## config.mk

```make
export PLATFORM = sky130hd
export DESIGN_NAME = tile_collide_seq
export DESIGN_NICKNAME = d
export VERILOG_FILES = /design/src/rtl/tile_collide_pkg.sv /design/src/rtl/tile_collide_seq_addr.sv /design/src/rtl/tile_collide_seq.sv
export SDC_FILE = /design/constraint.sdc
export NUM_CORES = 1
export LEC_CHECK = 0
export ABC_AREA = 0
export CAP_MARGIN = 25
export CORE_UTILIZATION = 46
export CTS_BUF_LIST = sky130_fd_sc_hd__clkbuf_16
export DETAILED_ROUTE_END_ITERATION = 16
export GPL_TIMING_DRIVEN = 0
export MAX_ROUTING_LAYER = met4
export PLACE_DENSITY = 0.76
export SETUP_SLACK_MARGIN = 0.5
export SYNTH_ARGS = -nofsm -noshare
export SYNTH_HDL_FRONTEND = slang
export SYNTH_SLANG_ARGS = --single-unit
```

## constraint.sdc

```tcl
create_clock -name Clk -period 5.7 [get_ports Clk]
set_clock_uncertainty 0.1 [all_clocks]
set_input_delay 1.14 -clock Clk [delete_from_list [all_inputs] [get_ports Clk]]
set_output_delay 1.14 -clock Clk [all_outputs]
set_load 0.1 [all_outputs]
```

## src/rtl/tile_collide_pkg.sv

```systemverilog
// Shared types for the sequential tile collision sweeper.
// Direction bit positions, corner/state enums and the bounce rule.
package tile_collide_pkg;

    localparam int DIR_U = 3;
    localparam int DIR_D = 2;
    localparam int DIR_L = 1;
    localparam int DIR_R = 0;

    typedef enum logic [1:0] {TL, TR, BL, BR} corner_t;

    typedef enum logic [2:0] {
        IDLE, ISSUE, WAIT, EVAL, PUBLISH
    } state_t;

    function automatic logic [3:0] bounce_rule(
        input corner_t   c,
        input logic [3:0] m
    );
        logic [3:0] r;
        r = '0;
        unique case (c)
            TL: if (m[DIR_L]) r[DIR_R] = 1'b1;
                else if (m[DIR_U]) r[DIR_D] = 1'b1;
            TR: if (m[DIR_R]) r[DIR_L] = 1'b1;
                else if (m[DIR_U]) r[DIR_D] = 1'b1;
            BL: if (m[DIR_L]) r[DIR_R] = 1'b1;
                else if (m[DIR_D]) r[DIR_U] = 1'b1;
            BR: if (m[DIR_R]) r[DIR_L] = 1'b1;
                else if (m[DIR_D]) r[DIR_U] = 1'b1;
            default: r = '0;
        endcase
        return r;
    endfunction

endpackage

```

## src/rtl/tile_collide_seq_addr.sv

```systemverilog
// Corner-to-tile address: widened sums, tile coords,
// out-of-bounds flag and linear map index.
module tile_corner_addr
    import tile_collide_pkg::*;
#(
    parameter int MAP_W      = 20,
    parameter int MAP_H      = 15,
    parameter int TILE_SHIFT = 5,
    parameter int POS_W      = 10,
    parameter int DIM_W      = 10,
    parameter int ADDR_W     = $clog2(MAP_W*MAP_H)
) (
    input  logic [POS_W-1:0]  x_i,
    input  logic [POS_W-1:0]  y_i,
    input  logic [DIM_W-1:0]  w_i,
    input  logic [DIM_W-1:0]  h_i,
    input  corner_t           corner_i,
    output logic              oob_o,
    output logic [ADDR_W-1:0] addr_o
);

    localparam int SW = ((POS_W > DIM_W) ? POS_W : DIM_W) + 1;

    logic [SW-1:0] xs, ys, tx, ty;
    logic          right, bottom;

    always_comb begin
        right  = (corner_i == TR) || (corner_i == BR);
        bottom = (corner_i == BL) || (corner_i == BR);
        xs     = SW'(x_i) + (right  ? SW'(w_i) : '0);
        ys     = SW'(y_i) + (bottom ? SW'(h_i) : '0);
        tx     = xs >> TILE_SHIFT;
        ty     = ys >> TILE_SHIFT;
        oob_o  = (tx >= SW'(MAP_W)) || (ty >= SW'(MAP_H));
        addr_o = oob_o ? '0 : ADDR_W'(ty * MAP_W + tx);
    end

endmodule

```

## src/rtl/tile_collide_seq.sv

```systemverilog
// Per-frame sweep of every sprite's four corners through a
// 1-cycle map read port; bounce results published atomically.
module tile_collide_seq
    import tile_collide_pkg::*;
#(
    parameter int N_SPR      = 4,
    parameter int MAP_W      = 20,
    parameter int MAP_H      = 15,
    parameter int TILE_SHIFT = 5,
    parameter int POS_W      = 10,
    parameter int DIM_W      = 10,
    parameter int ADDR_W     = $clog2(MAP_W*MAP_H)
) (
    input  logic                   Clk,
    input  logic                   Reset,
    input  logic                   frame_start,
    input  logic [N_SPR*POS_W-1:0] spr_x,
    input  logic [N_SPR*POS_W-1:0] spr_y,
    input  logic [N_SPR*DIM_W-1:0] spr_w,
    input  logic [N_SPR*DIM_W-1:0] spr_h,
    input  logic [N_SPR*4-1:0]     dir,
    input  logic [N_SPR*4-1:0]     bcing,
    output logic                   map_rd,
    output logic [ADDR_W-1:0]      map_addr,
    input  logic                   map_wall,
    output logic [N_SPR*4-1:0]     bnce,
    output logic [N_SPR-1:0]       coll,
    output logic                   busy,
    output logic                   done,
    output logic                   overrun
);

    localparam int IW = (N_SPR > 1) ? $clog2(N_SPR) : 1;

    state_t                 state_q, state_d;
    corner_t                corner_q, corner_d;
    logic [IW-1:0]          idx_q, idx_d;
    logic [N_SPR*POS_W-1:0] x_q, x_d, y_q, y_d;
    logic [N_SPR*DIM_W-1:0] w_q, w_d, h_q, h_d;
    logic [N_SPR*4-1:0]     dir_q, dir_d, bc_q, bc_d;
    logic [3:0]             hit_q, hit_d;
    logic [N_SPR*4-1:0]     shadow_q, shadow_d;
    logic [N_SPR*4-1:0]     bnce_q, bnce_d;
    logic [N_SPR-1:0]       coll_q, coll_d;
    logic                   busy_q, busy_d;
    logic                   done_q, done_d;
    logic                   ovr_q, ovr_d;

    logic [POS_W-1:0]  cur_x, cur_y;
    logic [DIM_W-1:0]  cur_w, cur_h;
    logic [3:0]        cur_dir, cur_bc, result;
    logic              oob;
    logic [ADDR_W-1:0] addr;
    corner_t           sel;

    assign cur_x   = x_q[int'(idx_q)*POS_W +: POS_W];
    assign cur_y   = y_q[int'(idx_q)*POS_W +: POS_W];
    assign cur_w   = w_q[int'(idx_q)*DIM_W +: DIM_W];
    assign cur_h   = h_q[int'(idx_q)*DIM_W +: DIM_W];
    assign cur_dir = dir_q[int'(idx_q)*4 +: 4];
    assign cur_bc  = bc_q[int'(idx_q)*4 +: 4];

    tile_corner_addr #(
        .MAP_W     (MAP_W),
        .MAP_H     (MAP_H),
        .TILE_SHIFT(TILE_SHIFT),
        .POS_W     (POS_W),
        .DIM_W     (DIM_W),
        .ADDR_W    (ADDR_W)
    ) u_addr (
        .x_i     (cur_x),
        .y_i     (cur_y),
        .w_i     (cur_w),
        .h_i     (cur_h),
        .corner_i(corner_q),
        .oob_o   (oob),
        .addr_o  (addr)
    );

    // First hit corner wins; the same corner drives both rule terms.
    always_comb begin
        sel = BR;
        if (hit_q[TL])      sel = TL;
        else if (hit_q[TR]) sel = TR;
        else if (hit_q[BL]) sel = BL;
        result = '0;
        if (|hit_q)
            result = bounce_rule(sel, cur_dir) | bounce_rule(sel, cur_bc);
    end

    always_comb begin
        state_d  = state_q;
        corner_d = corner_q;
        idx_d    = idx_q;
        x_d      = x_q;
        y_d      = y_q;
        w_d      = w_q;
        h_d      = h_q;
        dir_d    = dir_q;
        bc_d     = bc_q;
        hit_d    = hit_q;
        shadow_d = shadow_q;
        bnce_d   = bnce_q;
        coll_d   = coll_q;
        busy_d   = busy_q;
        done_d   = 1'b0;
        ovr_d    = ovr_q;
        map_rd   = 1'b0;
        map_addr = '0;
        if (frame_start && state_q != IDLE) ovr_d = 1'b1;
        unique case (state_q)
            IDLE: begin
                if (frame_start) begin
                    x_d      = spr_x;
                    y_d      = spr_y;
                    w_d      = spr_w;
                    h_d      = spr_h;
                    dir_d    = dir;
                    bc_d     = bcing;
                    ovr_d    = 1'b0;
                    busy_d   = 1'b1;
                    idx_d    = '0;
                    corner_d = TL;
                    state_d  = ISSUE;
                end
            end
            ISSUE: begin
                map_rd   = ~oob;
                map_addr = addr;
                state_d  = WAIT;
            end
            WAIT: begin
                hit_d[corner_q] = oob | map_wall;
                if (corner_q != BR) begin
                    corner_d = corner_t'(corner_q + 2'd1);
                    state_d  = ISSUE;
                end else begin
                    state_d = EVAL;
                end
            end
            EVAL: begin
                shadow_d[int'(idx_q)*4 +: 4] = result;
                if (idx_q != IW'(N_SPR-1)) begin
                    idx_d    = idx_q + IW'(1);
                    corner_d = TL;
                    state_d  = ISSUE;
                end else begin
                    state_d = PUBLISH;
                end
            end
            PUBLISH: begin
                bnce_d = shadow_q;
                for (int i = 0; i < N_SPR; i++)
                    coll_d[i] = |shadow_q[i*4 +: 4];
                done_d  = 1'b1;
                busy_d  = 1'b0;
                state_d = IDLE;
            end
            default: state_d = IDLE;
        endcase
    end

    always_ff @(posedge Clk) begin
        if (Reset) begin
            state_q  <= IDLE;
            corner_q <= TL;
            idx_q    <= '0;
            x_q      <= '0;
            y_q      <= '0;
            w_q      <= '0;
            h_q      <= '0;
            dir_q    <= '0;
            bc_q     <= '0;
            hit_q    <= '0;
            shadow_q <= '0;
            bnce_q   <= '0;
            coll_q   <= '0;
            busy_q   <= 1'b0;
            done_q   <= 1'b0;
            ovr_q    <= 1'b0;
        end else begin
            state_q  <= state_d;
            corner_q <= corner_d;
            idx_q    <= idx_d;
            x_q      <= x_d;
            y_q      <= y_d;
            w_q      <= w_d;
            h_q      <= h_d;
            dir_q    <= dir_d;
            bc_q     <= bc_d;
            hit_q    <= hit_d;
            shadow_q <= shadow_d;
            bnce_q   <= bnce_d;
            coll_q   <= coll_d;
            busy_q   <= busy_d;
            done_q   <= done_d;
            ovr_q    <= ovr_d;
        end
    end

    assign bnce    = bnce_q;
    assign coll    = coll_q;
    assign busy    = busy_q;
    assign done    = done_q;
    assign overrun = ovr_q;

endmodule

```

After elaboration in Yosys (flattened, before gate mapping) --
Index checks and enable logic that the tools add are counted.
Storage, ports and cells: word-level logic and storage cells 137, input bits 196, flip-flop bits (word level) 242, output and inout bits 33
Cells by class: add/sub/neg operators 6, mux-type cells 61, equality and inequality tests 15, bitwise gates (word level) 3, shift operators 8, reduce and logical (&&, ||, !) cells 22, $lt $le $gt $ge 4, multiply operators 2
Operators by type and width (number):
- 40-bit by 32-bit indexed part select with 10-bit output | 3
- 40-bit by 7-bit indexed part select with 10-bit output | 1
- 1-bit two-way mux | 36
- 4-bit negation with 33-bit output | 1
- 4-bit by 33-bit variable shift with 16-bit output (first input constant) | 1
- 4-bit by 33-bit indexed part select with 16-bit output | 1
- 16-bit by 5-bit indexed part select with 4-bit output | 2
- 10-bit by 11-bit adder with 11-bit output | 2
- 10-bit two-way mux | 2
- 4-bit OR reduction | 5
- 9-bit two-way mux | 2
- 16-bit bitwise mux | 1
- 2-bit two-way mux | 7
- 3-bit case mux with 4 select lines | 1
- 2-bit inequality test (second input constant) | 5
- 1-bit case mux with 2 select lines | 5
- 9-bit by 6-bit adder with 9-bit output | 1
- 2-bit equality test (second input constant) | 4
- 6-bit by 3-bit multiplier with 7-bit output (second input constant) | 1
- 3-bit by 2-bit equality test with 1-bit output (second input constant) | 2
- 6-bit by 4-bit >= comparator with 1-bit output (second input constant) | 1
- 6-bit by 5-bit >= comparator with 1-bit output (second input constant) | 1
- 3-bit two-way mux | 2
- 2-bit case mux with 3 select lines | 1
- other kinds (24) | 33

Longest topological paths before layout --
depth after elaboration 11, gate-level depth with buffers 22, gate-level depth less buffers 21

Hierarchy --
From an unflattened synthesis, not the netlist that was laid out.
Unflattened totals: cells, all modules 1322, area total of the unflattened synthesis 11344.6 µm²
Modules (own cells, without submodules):
- tile_collide_seq | area each 10083.4 µm², instances 1, sequential area each 4844.6 µm², cells each 1178
- tile_corner_addr | area each 1261.2 µm², instances 1, sequential area each 0.0 µm², cells each 144

Worst setup path before layout --
Ideal clock, no wire load.
path kind register to output, start register idx_q[0], end output port map_addr[8], arrival time 6.160 ns, cell stages (with the launch flop) 20, data required time 4.460 ns, slack -1.700 ns, buffers on the path 3, cell sequence dfxtp_1 > buf_2 > buf_2 > buf_1 > mux4_2 > ha_1 > and4_1 > a221o_1 > or3_1 > o22a_1 > a21oi_1 > o21ai_0 > a21boi_0 > ha_1 > a21o_1 > a21oi_1 > nor2_1 > xnor2_1 > xnor2_1 > nor2_1
Between the ends: cells in the longest elaborated chain, start to end 8, elaborated cells on any way between the ends 16, those cells by class add/sub (3); mul (2); order compare (2); shift (4); mux (4); reduce/logical (1)
RTL lines:
- start: declaration | RTL line tile_collide_seq.sv:37 | logic [IW-1:0] idx_q, idx_d;
- start signal: assignment | RTL line tile_collide_seq.sv:184 | idx_q <= idx_d;
- 2-bit by 3-bit multiplier with 5-bit output (*)
- 40-bit by 7-bit indexed part select with 10-bit output or 40-bit by 32-bit indexed part select with 10-bit output (tied branches) | RTL line tile_collide_seq.sv:59, tile_collide_seq.sv:58
- 10-bit two-way mux (on tied branches) | RTL line tile_collide_seq_addr.sv:31, tile_collide_seq_addr.sv:30
- 10-bit by 11-bit adder with 11-bit output (on tied branches) | RTL line tile_collide_seq_addr.sv:31, tile_collide_seq_addr.sv:30
- 6-bit by 3-bit multiplier with 7-bit output (tied with other cells) | RTL line tile_collide_seq_addr.sv:35 | addr_o = oob_o ? '0 : ADDR_W'(ty * MAP_W + tx);
- 9-bit by 6-bit adder with 9-bit output or 1-bit logical OR (tied branches) | RTL line tile_collide_seq_addr.sv:35, tile_collide_seq_addr.sv:34
- 9-bit two-way mux (*) | RTL line tile_collide_seq_addr.sv:35
- 9-bit two-way mux (*) | RTL line tile_collide_seq.sv:111 | unique case (state_q)
- end: declaration | RTL line tile_collide_seq.sv:24 | output logic [ADDR_W-1:0] map_addr,
Mark *: on every way between the ends. The rest lies on a longest branch, timed or not.

Worst setup path in the final report --
Same ends and word-level chain as after synthesis.

==> run summary <==
The count of synthesis-stage warnings from yosys was 0; the post-placement worst setup slack was -1.240 ns. The die covers 0.02432 mm². The mean area per synthesized cell was 8.385 µm².

The number of antenna violations at the first check in global routing is 3. The synthesized design spends more area on one cell type than any other, namely dfxtp_1. The critical path contains buffers and inverters numbering 4 combined. Detailed placement finished with a half-perimeter wire length of 24730 µm. The flow ran to the end, but the final reports show violations. STA classifies the critical path startpoint as a register. Relative to the synthesized area, the layout overhead comes to 41.23%. Tracing the worst setup path back leads to its startpoint at idx_q[0]. After clock tree synthesis, the clock-pin slew on the worst setup and hold paths is 0.06 ns.

The worst max-slew margin expressed relative to the limit was 0.3381; the final number of hold-violating endpoints was 0. The H-tree depth is 1, and the slew at the pin with the worst max-slew slack is 0.9898 ns. Sorting the synthesized cells by area gives the leading types as dfxtp_1 (44%), nand2_1 (15%), a21oi_1 (11%). The analysis attributes to cell leakage a power of 5.696 nW. The tightest hold path in the finished design has a slack of 0.3505 ns. The overall via count from detail_route was 10330; the data required time at the worst endpoint was 4.46 ns. The tools report the portion of total power attributed to combinational logic as 0.150. The worst setup margin was -0.5935 ns; the number of synthesized flops with an enable pin was 0.

Critical path's top delay family: adder cells. The tools report the count of routing violations after the opening detailed-route iteration as 722. In the final layout, the multi-input gates occupy 0.006035 mm². The tools report the total of endpoints with negative setup slack in the final report as 10. For the peak supply drop, the log shows 0.1908 mV. For the overflow left after global routing, the log shows 0.

Power spread over the standard cell area amounts to 275.9 mW/mm². The tools report the number of global-route vias before repair as 10240. The number of cells on the worst reg-to-reg path is 14. The logs give 1.44 ns for the reg-to-reg setup timing slack and 0.01090 mm² for the area of the mapped netlist. After layout, the design draws a total of 4.248 mW.

Among all stages on the critical path, the largest delay is contributed by fa_2. The async set-or-reset flop fraction in the synthesized netlist was 0. The floorplan die height came out at 155.9 µm.

Walking the worst path, the cells encountered are buf_12, buf_12, buf_12, mux4_2, ha_4, and3_4, nand3b_1, o211ai_1, a21oi_2, o21ai_1, xor2_1, ha_1, ha_4, fa_2, nand2_2, nor2_2, xnor2_1, xnor2_1, nor2_4, buf_12. For this design the total switching power over the nets is 1.093 mW. The critical path is of the reg -> out type. The count of nets left with antenna violations once routing finished came out at 0. Dividing the detail-routed wire length by the instance count gives 17.98 µm. The tools report the worst-case hold path end point as w_q[10]. The tools report the placeable core region as 0.02292 mm². Counting the fill cells in the layout gives 1871.

The worst setup path is captured at an output pin. For the sequential fraction of the synthesis area, the log shows 0.4444. Distinct cell type count of the synthesized netlist: 54.

TritonCTS built the clock tree. The sequential cell area was 0.004852 mm². After the last flow step, the layout net total stands at 1828. The flip-flop and latch count after synthesis came out at 242. Count of pins on the block boundary: 229. The run gives 0 as the number of design rule violations left after detail routing. The area share of the largest cell type after synthesis was 0.4444. CTS placed an instance of clkbuf_16 at the clock tree root.

Row generation in the floorplan step produced 55 rows. Of all nets on the critical path, the largest fanout is 8. For the buffer levels on the longest clock path, the log shows 3. The time the final worst path needs with I/O delays and setup works out to 6.293 ns. The checks that failed: negative setup slack.

Entering global routing, the biggest net connects 14 pins. The capture instance of the worst register-to-register path is hit_q[1]. After clock tree synthesis, the flow added hold-fix buffers numbering 0.

The floorplan die width was 155.9 µm. The number of max-cap violations is 0. The peak per-stage delay on the critical path is 0.56 ns. The first global-routing pass estimated 53100 µm of wire. The data arrival time at the worst-slack endpoint is 5.05 ns. The routed design has 34630 µm of wire.

The later pin in the worst-skew pair is clocked with a latency of 0.53 ns. The final count of pins violating max slew is 0. Setup repair after global routing could not meet its margin everywhere. Before antenna repair, the detailed router went through 5 iterations. The TritonCTS buffer count is 26, and the effective utilization at floorplan is 0.4757. The run gives 0.2908 as the combined global-route utilization of all metal layers.

The cell that appears most often on the critical path is buf_12. The proportion of layout cells with a drive suffix above 1 came out at 0.1273. Yosys instantiated no cell more often than nand2_1. The number of stages on the worst hold path is 2. After detailed routing, the number of vias per cell comes to 5.362. Cell internal power was estimated by the tool at 3.154 mW. The worst hold path belongs to the class reg -> reg. Global placement routability congestion: 0.9041. Reg-to-reg startpoint: idx_q[1]. The switching share of power is 0.2574, and the post-synthesis cell count is 1300. Based on the critical path, the design can be clocked at up to 0.1589 GHz. The share of the clock period used by the worst path was 1.104. After synthesis, the most frequently instantiated cells are nand2_1 (443), dfxtp_1 (242), a21oi_1 (233). Among all flip-flop cells after synthesis, the most frequent one is dfxtp_1. The startpoint identified for the worst hold timing path is w_q[10]. Clock net sink count: 242.

The logs give 0.6718 for the share of the core filled with cells and 0.418 for the part of the power in the clock network. Sequential share of power: 0.432. The port buffer count was 227; the post-synthesis net count was 1537.
## metrics by stage
step / TNS (ns) / area (µm²) / instances
3_3_place_gp: -6.756 / 13820 / 1840
5_1_grt: -3.209 / 15390 / 1926
3_5_place_dp: -7.493 / 13820 / 1840
4_1_cts: -1.377 / 15220 / 1915
6_report: -2.179 / 15390 / 1926
2_1_floorplan: -0.02289 / 11160 / 1300
## worst register-to-register path, stage by stage (launching register included)
cell       delay [ns]
dfxtp_4          0.37
buf_8            0.11
clkbuf_16        0.16
clkbuf_4         0.27
mux4_2           0.39
ha_4             0.25
and4_4           0.18
a221o_1          0.35
or3_1            0.32
o22a_2           0.25
buf_4            0.15
buf_4            0.13
mux2i_1          0.14
a2111oi_2        0.76
a211oi_1         0.20
## metal layers
layer | GRT usage | part of all wire | vias to the layer above
li1 | - | - | 4997
met1 | 0.3584 | 0.42 | 4880
met2 | 0.4830 | 0.48 | 377
met3 | 0.03944 | 0.066 | 74
met4 | 0.1130 | 0.034 | 0
met5 | - | 0 | -
## final cells by class
cell class              count  share of cell area
well taps                 313             0.02544
plain buffers              90             0.03275
clock buffers              27             0.04389
multi-input cells         955              0.3920
inverters                  13            0.003576
diodes                      3           0.0004876
flip-flops and latches    242              0.3152
repair buffers            263              0.1727
clock inverters            20             0.01398
## state kept, by name (all words and copies together), names as in the netlist, named ones only
register / cells
shadow_q: 16
idx_q: 2
state_q: 3
h_q: 40
w_q: 40
bc_q: 16
x_q: 40
done: 1
corner_q: 2
hit_q: 4
y_q: 40
bnce: 16
busy: 1
coll: 4
dir_q: 16
## power groups by stage
| stage | combinational, mW | clock (mW) | sequential (mW) |
|---|---|---|---|
| CTS | 0.611 | 1.78 | 1.83 |
| global placement | 0.571 | 0 | 1.87 |
| detailed placement | 0.581 | 0 | 1.87 |
| finish | 0.635 | 1.78 | 1.84 |
| floorplan | 0.324 | 0 | 1.86 |
| global route | 0.684 | 1.86 | 1.84 |
## how the worst max path moves through the flow
stage | endpoint | cells after the start
finish | map_addr[8] | 20
global route | map_addr[8] | 21
CTS | map_addr[8] | 20
detailed placement | map_addr[8] | 21
global placement | map_addr[8] | 21
floorplan | map_addr[8] | 19
## what timing repair did
action,CTS,global route
pin swaps,34,21
hold endpoints to repair,0,0
buffers inserted,28,8
gates resized for setup,127,20
endpoints found under the setup margin,10,10
## cell families (layout without fill, tap and decap cells)
family | Yosys count | after routing | share of synthesized area
buffers and inverters | 103 | 413 | 0.03730
xor gates and xnor gates | 20 | 20 | 0.01607
AOI/OAI and AO/OA | 291 | 291 | 0.1486
and+or+nand+nor | 554 | 554 | 0.2072
DFF | 242 | 242 | 0.4444
adders and majority gates | 41 | 41 | 0.04844
muxes | 49 | 49 | 0.09791
other | 0 | 3 | 0
## layout by cell type, fill, tap and decap left out, types with 10 or more instances in the layout
cell type	synthesis	routed
a21oi_1	233	226
a22oi_1	16	16
buf_12	0	17
buf_4	0	34
clkbuf_1	83	78
clkbuf_16	0	29
clkdlybuf4s50_1	0	217
clkinv_1	0	10
dfxtp_1	242	240
ha_1	39	27
ha_4	0	11
inv_1	12	10
mux4_2	46	46
nand2_1	443	442
nor2_1	51	40
nor2_4	0	10
nor2b_1	23	14
Note: power is estimated with default switching activity, not from simulation.
